<file path="config.mk">
export PLATFORM = sky130hd
export DESIGN_NAME = pkt_byte_serializer
export DESIGN_NICKNAME = d
export VERILOG_FILES = /design/src/rtl/pkt_byte_serializer.sv
export SDC_FILE = /design/constraint.sdc
export NUM_CORES = 1
export LEC_CHECK = 0
export CORE_ASPECT_RATIO = 1.2
export CORE_MARGIN = 8
export CORE_UTILIZATION = 48
export DETAILED_ROUTE_END_ITERATION = 8
export GPL_TIMING_DRIVEN = 1
export PLACE_DENSITY = 0.84
export SLEW_MARGIN = 20
export SYNTH_ARGS = -nofsm -noshare
export SYNTH_HDL_FRONTEND = slang
export SYNTH_SLANG_ARGS = --single-unit
</file>
<file path="constraint.sdc">
create_clock -name clk -period 1.9 [get_ports clk]
set_input_delay 0.57 -clock clk [delete_from_list [all_inputs] [get_ports clk]]
set_output_delay 0.57 -clock clk [all_outputs]
set_load 0.01 [all_outputs]
</file>
<file path="src/rtl/pkt_byte_serializer.sv">
// rtl/pkt_byte_serializer.sv - packet-to-byte serializer feeding the SPI transmit path
//
// Captures a PKT_BYTES*BYTE_W packet on pkt_rec and hands it out one byte at a
// time, advancing on byte_req. All outputs come straight from registers.
//
// Ports:
//   clk        in   rising-edge clock
//   rst        in   asynchronous active-low reset
//   din        in   packet data, sampled when pkt_rec is accepted
//   pkt_rec    in   load strobe from the packet receiver
//   byte_req   in   consumer takes dout this cycle
//   clr_err    in   clears the sticky overrun flag
//   dout       out  current byte, 0 when dout_valid is low
//   dout_valid out  dout holds a valid byte
//   last_byte  out  dout is the final byte of the packet
//   bytes_left out  bytes not yet consumed, including the current one
//   busy       out  packet in flight
//   done       out  one-cycle pulse after the final byte was consumed
//   overrun    out  sticky: a packet arrived while one was still in flight
module pkt_byte_serializer #(
  parameter int PKT_BYTES = 3,
  parameter int BYTE_W    = 8,
  parameter bit MSB_FIRST = 1'b1,
  parameter int CNT_W     = $clog2(PKT_BYTES + 1)
) (
  input  logic                        clk,
  input  logic                        rst,
  input  logic [PKT_BYTES*BYTE_W-1:0] din,
  input  logic                        pkt_rec,
  input  logic                        byte_req,
  input  logic                        clr_err,
  output logic [BYTE_W-1:0]           dout,
  output logic                        dout_valid,
  output logic                        last_byte,
  output logic [CNT_W-1:0]            bytes_left,
  output logic                        busy,
  output logic                        done,
  output logic                        overrun
);

  localparam int PKT_W = PKT_BYTES * BYTE_W;

  typedef enum logic {IDLE, SEND} state_t;

  state_t             state, state_n;
  logic [PKT_W-1:0]   shreg, shreg_n;
  logic [CNT_W-1:0]   cnt_n;
  logic [BYTE_W-1:0]  dout_n;
  logic               valid_n, last_n, done_n, ovr_n;
  logic               load, ovr_set, take_last;

  // The byte at the output end of the shift register.
  function automatic logic [BYTE_W-1:0] head(input logic [PKT_W-1:0] v);
    if (MSB_FIRST) return v[PKT_W-1 -: BYTE_W];
    else           return v[BYTE_W-1:0];
  endfunction

  always_ff @(posedge clk or negedge rst) begin
    if (!rst) begin
      state      <= IDLE;
      shreg      <= '0;
      dout       <= '0;
      dout_valid <= 1'b0;
      last_byte  <= 1'b0;
      bytes_left <= '0;
      busy       <= 1'b0;
      done       <= 1'b0;
      overrun    <= 1'b0;
    end else begin
      state      <= state_n;
      shreg      <= shreg_n;
      dout       <= dout_n;
      dout_valid <= valid_n;
      last_byte  <= last_n;
      bytes_left <= cnt_n;
      busy       <= (state_n == SEND);
      done       <= done_n;
      overrun    <= ovr_n;
    end
  end

  always_comb begin
    state_n   = state;
    shreg_n   = shreg;
    cnt_n     = bytes_left;
    done_n    = 1'b0;
    ovr_set   = 1'b0;
    load      = 1'b0;
    take_last = 1'b0;

    case (state)
      IDLE: begin
        if (pkt_rec) load = 1'b1;
      end
      SEND: begin
        take_last = byte_req && (bytes_left == CNT_W'(1));
        if (take_last) begin
          done_n = 1'b1;
          // A packet arriving exactly as the last byte leaves is accepted
          // without an idle gap; otherwise drop back to IDLE.
          if (pkt_rec) begin
            load = 1'b1;
          end else begin
            state_n = IDLE;
            shreg_n = '0;
            cnt_n   = '0;
          end
        end else begin
          if (pkt_rec) ovr_set = 1'b1;
          if (byte_req) begin
            shreg_n = MSB_FIRST ? (shreg << BYTE_W) : (shreg >> BYTE_W);
            cnt_n   = bytes_left - CNT_W'(1);
          end
        end
      end
      default: state_n = IDLE;
    endcase

    if (load) begin
      state_n = SEND;
      shreg_n = din;
      cnt_n   = CNT_W'(PKT_BYTES);
    end

    valid_n = (state_n == SEND);
    dout_n  = valid_n ? head(shreg_n) : '0;
    last_n  = valid_n && (cnt_n == CNT_W'(1));
    // Setting wins over clearing in the same cycle.
    ovr_n   = ovr_set | (overrun & ~clr_err);
  end

endmodule

</file>
### Yosys cells after proc, flatten, opt, wreduce, memory -nomap -nowiden

Cells that the tools add are included.

* register bits: 38
* input bits: 29
* logic and storage cells: 42

* $add $sub $neg: 1
* equal/unequal tests: 3
* muxes and demuxes: 21
* bitwise operators: 4
* reductions and logical operators: 5

Operators by type and width (number)
* $mux W24: 5
* $mux W2: 5
* $mux W1: 9
* $mux W8: 1
* $eq A2 B1 Y1 const B: 2
* $ne A3 B3 Y1 const B: 1
* $reduce_and A3 Y1: 1
* $reduce_bool A3 Y1: 1
* $logic_and A1 B1 Y1: 2
* $not A1 Y1: 2
* $pmux W1 S2: 1
* $reduce_bool A2 Y1: 1
* $sub A2 B1 Y2 const B: 1
* $and A1 B1 Y1: 1
* $or A1 B1 Y1: 1

### Logic depth before layout (Yosys ltp)

Gate-level depths: netlist of run 1.

* depth in word-level cells: 7
* depth in mapped cells: 7

### Worst setup path before layout of run 1

OpenSTA, ideal clock, no wires.

* path kind: reg-to-reg
* from: register bytes_left[1]
* to: register shreg[20]
* arrival time: 1.501 ns
* required time: 1.774 ns
* setup slack: 0.273 ns
* stages on the path, launching flop included: 7
* path buffers: 1
* clock period less this slack: 1.627 ns
* path through: dfrtp_1 inv_1 ha_1 a21bo_2 buf_6 and3_1 a221o_1

* cells in the longest elaborated chain, start to end: 5

Ends and longest elaborated chain
* start: declaration: RTL line 35 `output logic [CNT_W-1:0] bytes_left,`
* start signal: assignment: RTL line 75 `bytes_left <= cnt_n;`
* $eq A2 B1 Y1 (*): RTL line 96 `take_last = byte_req && (bytes_left == CNT_W'(1));`
* $logic_and A1 B1 Y1 (*): RTL line 96
* $mux W1 or $mux W24 (tied branches): RTL line 97 `if (take_last) begin`
* $pmux W1 S2 or $mux W24 (tied branches): RTL line 91 `case (state)`
* $mux W24 (*): RTL line 119 `if (load) begin`
* named net shreg_n[20]: RTL line 46 `logic [PKT_W-1:0] shreg, shreg_n;`
* end signal: assignment: RTL line 71 `shreg <= shreg_n;`
* end: declaration: RTL line 46

Mark *: on every way through the listed nets, which the timed path passes. The rest lies on a longest branch. The select of a mux whose other input is x is not followed.
A chain may end at the register's enable or synchronous reset.

### Final worst setup path of run 1

* from: register bytes_left[0]
* to: output port bytes_left[0]

No word-level cell between the ends.

==> metrics.txt, run 1 <==
crit-path max FO 4; startpoint type of the worst setup path flip-flop; fin crit period 1830 ps; CP Data Arrival Time 1260 ps; delay-heaviest family, CP buffers and inverters; Yosys cell types 31; # Post-CTS Setup Buffers 0; core footprint approximately 0.0034 mm²; Max Slew Vio Count 0; Worst Skew around 6.4 ps; Syn Std Cell Area 0.00171 mm²; worst vdd ir around 1.2 mV; P&R area growth vs syn 36.2%; Worst Path Required approximately 1300 ps; hold_ws between 200 and 250 ps; Clock transition at path regs approximately 70 ps; Leak approximately 1.1 nW; IO Count 44; Final Hold Fails 0; FP Rows 23; First-pass DRT Iterations 4; Worst Path Buf+Inv 1; # diodes 0; number of global-route vias before repair between 1000 and 1500; WL final ~4300 µm; CP Class reg -> out; initial DRC count 83; total track usage 15.7%; Synthesized Nets 177; initial antenna violation count 0; leading cell type in the layout, fill and taps excluded clkdlybuf4s50_1; Critical Path End Type output pin; layout cells sized above 1 a little over an eighth; hpwl dp approximately 3200 µm; pwr/cell area approximately 1400 mW/mm²; Sum Neg Setup Slack 0 ps; Routed Antenna Nets 0; Fmax achieved about 550 MHz; clock buffer depth 2; Port Buffers 43; drt drc 0; die area between 0.005 and 0.006 mm²; Yosys warnings 0; class of the worst hold path in -> async; outcome finished clean; final worst-path cycle share between 90% and 100%; global-route wire length before repair 7260 µm; most frequent cells in the layout clkdlybuf4s50_1 (42), dfrtp_1 (38), a21oi_1 (14); cts hold-fix bufs 0; max incr delay on CP about 560 ps; Clock Tree Root clkbuf_8; fin area 0.00233 mm²; Max-cap violations 0; post-cts sizing count 0; Avg Inst Size Synth ~12 µm²; global route total overflow 0; routed len/inst ~18 µm; Worst-Skew Late Latency between 200 and 300 ps; Worst Tran Pin Value around 530 ps; total power 3.28 mW; Finished Core Util roughly 69%; TritonCTS clock tree done; Post-synth EDFFs 0; Die Wd 70.5 µm; via count approximately 1400; # setup viols final 0; WP depth 1; H-Tree Depth 2; Initial Utilization 50.7%; Synth Instances roughly 150; Layout Nets roughly 230; largest net degree at the start of global routing 21; async set-or-reset flop fraction in the synthesized netlist 100%; crit path cell chain clkdlybuf4s50_1; Vert. Die Dim 81.3 µm; Slew HR around 64%; most used flip-flop cell after synthesis dfrtp_1; gpl congestion about 0.78; Placed Area between 0.002 and 0.0025 mm²; unrepaired setup endpoints after global routing no; CP max stage cell clkdlybuf4s50_1; Seq cells post-synth 38; CTS Buf Count 5; CTS sink cnt 38; sequential area share after synthesis a little under three fifths; post-DR vias/cell between 5 and 6; cells on worst reg2reg path 5
==> cell families (layout without fill, tap and decap cells) <==
family | count (synthesis) | after routing | share of synthesized area (%)
adders and majority gates | 1 | 1 | 0.732
muxes | 10 | 10 | 6.01
and+or+nand+nor | 29 | 29 | 8.87
AOI/OAI and AO/OA | 51 | 51 | 22.1
DFF | 38 | 38 | 55.7
buffers and inverters | 18 | 69 | 6.59
==> final cells by class <==
type / instances / area, µm²
fillers: 238 / 1040
flip-flops and latches: 38 / 951
multi-input cells: 91 / 644
repair buffers: 56 / 523
clock buffers: 6 / 82.6
clock inverters: 2 / 60.1
well taps: 37 / 46.3
inverters: 5 / 18.8
==> through the flow <==
stage | worst slack (ps) | std cells
6_report | 67.1 | 235
5_1_grt | 7.45 | 235
4_1_cts | 56.6 | 235
3_5_place_dp | -149 | 227
3_3_place_gp | -101 | 227
2_1_floorplan | 273 | 147
==> cell usage after synthesis (3+ instances only) <==
library cell	count	share of area [%]
buf_2	6	1.8
buf_6	4	2.6
and3_1	7	2.6
nand2_1	4	0.88
a21oi_1	14	4.1
nor2_1	10	2.2
mux2i_1	8	4.7
o21bai_1	6	2.6
o21ai_0	3	0.88
a22o_1	8	4.1
dfrtp_1	38	56
inv_1	5	1.1
a32oi_1	8	4.1
a221o_1	6	3.5
==> flip-flops by register name, indices dropped and copies added, names as in the netlist <==
signal and flops:
last_byte 1, bytes_left 2, state 1, shreg 24, done 1, overrun 1
dout 8
==> path summary, 6_finish.rpt <==
path / startpoint / endpoint / slack (ps)
setup / recovery: bytes_left[0]$_DFF_PN0_ / bytes_left[0] / 70
hold / removal: rst / bytes_left[0]$_DFF_PN0_ / 220
setup reg to reg: bytes_left[0]$_DFF_PN0_ / shreg[17]$_DFF_PN0_ / 140
hold reg to reg: shreg[22]$_DFF_PN0_ / shreg[22]$_DFF_PN0_ / 510
max in group asynchronous: rst / shreg[6]$_DFFE_PN0P_ / 1060
min in group clk: shreg[22]$_DFF_PN0_ / shreg[22]$_DFF_PN0_ / 510
==> report_power, final <==
group / internal, mW / total [mW] / switching, mW
registers: 1.10 / 1.28 / 0.172
clock network: 0.560 / 0.852 / 0.292
logic: 0.617 / 1.15 / 0.536
==> metal layers <==
metal  global-route usage [%]  wire, µm
met1                     16.7      1740
met4                     6.24        85
met5                        0         0
met2                     27.4      2210
met3                     6.33       288
Power figures use the tool's default switching activity.
==> run 2, diff against run 1 <==
--- a/config.mk
+++ b/config.mk
@@ -7,10 +7,12 @@
 export LEC_CHECK = 0
 export CORE_ASPECT_RATIO = 1.2
 export CORE_MARGIN = 8
-export CORE_UTILIZATION = 48
+export CORE_UTILIZATION = 50
+export CTS_BUF_LIST = sky130_fd_sc_hd__clkbuf_8
+export CTS_CLUSTER_DIAMETER = 120
 export DETAILED_ROUTE_END_ITERATION = 8
 export GPL_TIMING_DRIVEN = 1
-export PLACE_DENSITY = 0.84
+export PLACE_DENSITY = 0.87
 export SLEW_MARGIN = 20
 export SYNTH_ARGS = -nofsm -noshare
 export SYNTH_HDL_FRONTEND = slang
==> run 2 against run 1 <==
Effect of this change:
- fmax is 0.93% higher
- cell count is 0.85% higher
- die area is 3.2% lower
- clock-buffer cell count is 1 lower
- final area is 0.70% lower
- power is 6.0% lower
- register-to-register slack better by 40 ps
- largest power group unchanged
==> metrics.txt, run 2 (same netlist as run 1, synthesis figures left out) <==
Setup WS post-layout 84.0 ps (+16.9 ps); initial antenna violation count 0 (unchanged); Sum Neg Setup Slack 0 ps (unchanged); crit-path max FO 4 (unchanged); worst vdd ir 1.24 mV (+3.7%); Max Slew Vio Count 0 (unchanged); outcome finished clean; initial DRC count 110 (+33%); Die Wd 69.4 µm (-1.6%); total power 3.08 mW (-6.0%); Final Hold Fails 0 (unchanged); Worst Path Buf+Inv 1 (unchanged); # setup viols final 0 (unchanged); final worst-path cycle share 95.6% (-0.89 points); CTS Buf Count 5 (unchanged); r2r endpoint shreg[19]$_DFF_PN0_; H-Tree Depth 2 (unchanged); total track usage 16.4% (+0.65 points); cells on worst reg2reg path 6 (+1); Layout Nets 229 (+0.88%); core footprint 0.00331 mm² (-1.7%); IO Count 44 (unchanged); CP max stage cell clkdlybuf4s50_1; Initial Utilization 51.6% (+0.88 points); Worst-Skew Late Latency 290 ps (about the same); worst r2r src bytes_left[1]$_DFF_PN0_; Leak 1.07 nW (-0.10%); fin crit period 1820 ps (-16.9 ps); P&R area growth vs syn 35.2%; global-route wire length before repair 7250 µm (-0.18%); die area 0.00555 mm² (-3.2%); CP Class reg -> out; Worst Path Required 1330 ps (about the same); biggest regs shreg: 24 flops, dout: 8 flops, bytes_left: 2 flops; max FFs per register 24 (unchanged); pwr/cell area 1340 mW/mm² (-5.3%); Port Buffers 43 (unchanged); post-DR vias/cell 5.85 (-0.92%); delay-heaviest family, CP buffers and inverters; crit path cell chain clkdlybuf4s50_1; Fmax achieved 551 MHz (+0.93%); drt drc 0 (unchanged); largest net degree at the start of global routing 25 (+19%); via count 1386 (-0.072%); fin area 0.00231 mm² (-0.70%); Slew HR 64.0% (-0.39 points); Worst Skew 4.56 ps (-1.81 ps); global route total overflow 0 (unchanged); hpwl dp 3040 µm (-3.5%); Max-cap violations 0 (unchanged); most frequent cells in the layout clkdlybuf4s50_1 (41), dfrtp_1 (37), buf_4 (15); max incr delay on CP 560 ps (about the same); routed len/inst 17.5 µm (-4.9%); cts hold-fix bufs 0 (unchanged); Vert. Die Dim 80.0 µm (-1.6%); r2r setup slk 180 ps (+40 ps); # diodes 0 (unchanged); Routed Antenna Nets 0 (unchanged); startpoint type of the worst setup path flip-flop; clock buffer depth 2 (unchanged); leading cell type in the layout, fill and taps excluded clkdlybuf4s50_1; CP Data Arrival Time 1250 ps (about the same); Critical Path End Type output pin; layout cells sized above 1 14.0% (+0.87 points); Placed Area 0.00219 mm² (+0.34%); unrepaired setup endpoints after global routing no; class of the worst hold path in -> async; First-pass DRT Iterations 4 (unchanged); Clock Tree Root clkbuf_8; Largest Register shreg; Worst Tran Pin Value 539 ps (+5.90 ps); FP Rows 23 (unchanged); Finished Core Util 69.8% (+0.71 points); Setup WS pre-CTS -142 ps (+7.59 ps); number of global-route vias before repair 1525 (+2.0%); gpl congestion 0.876 (+12%); TritonCTS clock tree done; WL final 4150 µm (-4.1%); CTS sink cnt 38 (unchanged); Clock transition at path regs 70 ps (about the same)
run 2: through the flow:
stage | instances | hold slack [ps]
final | 237 | 251
after floorplan | 147 | 274
after CTS | 236 | 258
after detailed placement | 228 | 469
after global placement | 228 | 463
after global routing | 237 | 293
run 2: repair_timing:
action,4_1_cts,5_1_grt
pin swaps,0,0
gates resized for setup,1,2
buffers inserted,0,1
setup endpoints to repair,2,3
run 2: how the worst max path moves through the flow:
stage	to	cells after the start	from
3_3_place_gp	shreg[21]$_DFF_PN0_	5	byte_req
4_1_cts	busy	1	state$_DFF_PN0_
5_1_grt	bytes_left[0]	1	bytes_left[0]$_DFF_PN0_
2_1_floorplan	shreg[20]$_DFF_PN0_	6	bytes_left[1]$_DFF_PN0_
3_5_place_dp	shreg[20]$_DFF_PN0_	5	byte_req
6_report	bytes_left[0]	1	bytes_left[0]$_DFF_PN0_
run 2: per-layer routing:
layer  vias up  wire length (µm)  track usage [%]
met4         0                76             8.62
li1        641                 -                -
met3         7               242             6.34
met5         -                 0                0
met1       684              1700             18.5
met2        54              2130             26.3
run 2: power by group:
group,internal [mW],leakage [nW],total (mW),switching (mW)
Clock,0.382,0.0607,0.658,0.276
Sequential,1.11,0.476,1.27,0.166
Combinational,0.624,0.532,1.15,0.530
Total,2.11,1.07,3.08,0.972
run 2: cell type report:
cell class | count | area (µm²)
fillers | 249 | 1000
multi-input cells | 91 | 646
flip-flops and latches | 38 | 952
well taps | 37 | 46.3
clock inverters | 3 | 37.5
inverters | 5 | 18.8
clock buffers | 5 | 68.8
repair buffers | 58 | 541
==> run 3, diff against run 2 <==
--- a/config.mk
+++ b/config.mk
@@ -13,6 +13,7 @@
 export DETAILED_ROUTE_END_ITERATION = 8
 export GPL_TIMING_DRIVEN = 1
 export PLACE_DENSITY = 0.87
+export RECOVER_POWER = 100
 export SLEW_MARGIN = 20
 export SYNTH_ARGS = -nofsm -noshare
 export SYNTH_HDL_FRONTEND = slang
==> run 3 against run 2 <==
Effect of this change:
- sequential share of layout area increased by 0.18 points
- register-to-register slack got worse by 50 ps
- hold slack better by 250 ps
- first-iteration DRC count shrank 4.5%
- flip-flop and latch count stayed put
- cell count unchanged
- power fell by 1.8%
- combinational power decreased by 4%
- non-clock buffer count did not move
- routed wire length shrank 0.24%
- clock-buffer cell count did not move
- largest cell class unchanged
- largest power group unchanged
==> metrics.txt, run 3 (same netlist as run 1, synthesis figures left out) <==
final worst-path cycle share 97.0% (+1.4 points); Clock Tree Root clkbuf_8; Final Hold Fails 0 (unchanged); Leak 1.08 nW (+0.62%); global-route wire length before repair 7250 µm (unchanged); core footprint 0.00331 mm² (unchanged); Largest Register shreg; Vert. Die Dim 80.0 µm (unchanged); number of global-route vias before repair 1525 (unchanged); Layout Nets 229 (unchanged); Sum Neg Setup Slack 0 ps (unchanged); fin crit period 1840 ps (+26.5 ps); Worst-Skew Late Latency 290 ps (about the same); CTS sink cnt 38 (unchanged); Worst Path Buf+Inv 1 (unchanged); Worst Tran Pin Value 1280 ps (+744 ps); Slew HR 14.4% (-50 points); First-pass DRT Iterations 4 (unchanged); Critical Path End Type output pin; WL final 4140 µm (-0.24%); Worst Skew 4.77 ps (+0.215 ps); Fmax achieved 543 MHz (-1.4%); initial antenna violation count 0 (unchanged); H-Tree Depth 2 (unchanged); biggest regs shreg: 24 flops, dout: 8 flops, bytes_left: 2 flops; gpl congestion 0.876 (unchanged); Finished Core Util 69.5% (-0.30 points); # diodes 0 (unchanged); outcome finished clean; drt drc 0 (unchanged); via count 1384 (-0.14%); FP Rows 23 (unchanged); Reg power frac 41.8% (+0.5 points); CP Class reg -> out; NetSw 0.969 mW (-0.33%); Die Wd 69.4 µm (unchanged); TritonCTS clock tree done; Clock power frac 21.7% (+0.4 points); global route total overflow 0 (unchanged); leading cell type in the layout, fill and taps excluded dfrtp_1; unrepaired setup endpoints after global routing no; Layout fillers 252 (+1.2%); Max Slew Vio Count 0 (unchanged); Switching Share 32.0% (+0.46 points); crit-path max FO 1 (-3); # setup viols final 0 (unchanged); CP max stage cell dlygate4sd3_1; worst vdd ir 1.22 mV (-1.8%); class of the worst hold path reg -> reg; Initial Utilization 51.6% (unchanged); initial DRC count 105 (-4.5%); startpoint type of the worst setup path flip-flop; Worst Path Required 1330 ps (about the same); internal power 2.06 mW (-2.4%); Routed Antenna Nets 0 (unchanged); IO Count 44 (unchanged); layout cells sized above 1 13.0% (-1.0 points); CP Data Arrival Time 1270 ps (+20 ps); pwr/cell area 1320 mW/mm² (-1.4%); Max-cap violations 0 (unchanged); clock buffer depth 2 (unchanged); r2r setup slk 130 ps (-50 ps); hpwl dp 3040 µm (unchanged); post-DR vias/cell 5.84 (-0.14%); die area 0.00555 mm² (unchanged); P&R area growth vs syn 34.7%; Port Buffers 43 (unchanged); max FFs per register 24 (unchanged); Clock transition at path regs 70 ps (about the same); power share of the combinational group 36.4% (-1.0 points); routed len/inst 17.5 µm (-0.24%); max incr delay on CP 610 ps (+50 ps); total track usage 16.4% (unchanged); CTS Buf Count 5 (unchanged); crit path cell chain dlygate4sd3_1; largest net degree at the start of global routing 25 (unchanged); delay-heaviest family, CP buffers and inverters; most frequent cells in the layout dfrtp_1 (37), clkdlybuf4s50_1 (30), a21oi_1 (14)
## run 3: changes by cell type in the layout (fill, tap and decap cells not counted)
cell	before	now
clkbuf_1	0	2
clkbuf_2	0	1
buf_2	1	0
and2_0	0	1
buf_4	15	13
dlygate4sd3_1	0	11
dlymetal6s2s_1	1	0
clkdlybuf4s50_1	41	30
clkdlybuf4s25_1	0	1
and2_1	2	1
## run 3: final cells by class
class	count	area, µm²	area share (%)
sequential	38	952	41.4
multi-input combinational	91	646	28.1
timing repair buffer	58	531	23.1
clock buffer	5	68.8	2.99
tap	37	46.3	2.01
clock inverter	3	37.5	1.63
inverter	5	18.8	0.816
## run 3: per-stage QoR
| stage | cell area (µm²) | hold slack (ps) | worst slack (ps) | power (mW) | instances |
|---|---|---|---|---|---|
| detailed placement | 2190 | 469 | -142 | 2.42 | 228 |
| global placement | 2190 | 463 | -104 | 2.35 | 228 |
| CTS | 2300 | 258 | 16.3 | 3.10 | 236 |
| floorplan | 1710 | 274 | 273 | 1.91 | 147 |
| global route | 2300 | 522 | 18.2 | 3.23 | 237 |
| finish | 2300 | 497 | 57.5 | 3.03 | 237 |
## run 3: power groups by stage
stage	Clock (mW)	Combinational, mW	Sequential [mW]
after CTS	0.673	1.15	1.28
after global routing	0.715	1.22	1.30
after floorplan	0	0.604	1.31
after detailed placement	0	1.14	1.28
final	0.659	1.10	1.27
after global placement	0	1.08	1.27
## run 3: layer usage
metal / up-vias / share of wire (%) / GRT usage, %
li1: 640 / - / -
met1: 677 / 40 / 18.5
met2: 60 / 52 / 26.3
met3: 7 / 6.1 / 6.34
met4: 0 / 1.8 / 8.62
met5: - / 0 / 0
## run 3: worst paths after layout
kind	start	cells past startpoint	end
max in group asynchronous	rst	2	state$_DFF_PN0_
min in group asynchronous	rst	1	dout[5]$_DFF_PN0_
min	shreg[22]$_DFF_PN0_	1	shreg[22]$_DFF_PN0_
max	dout[4]$_DFF_PN0_	1	dout[4]
min reg2reg	shreg[22]$_DFF_PN0_	1	shreg[22]$_DFF_PN0_
max reg2reg	bytes_left[1]$_DFF_PN0_	6	shreg[20]$_DFF_PN0_
## run 3: repair_timing
action,in CTS,in global routing
hold buffers,0,0
setup endpoints to repair,2,3
setup buffers,0,1
gates resized for setup,1,2
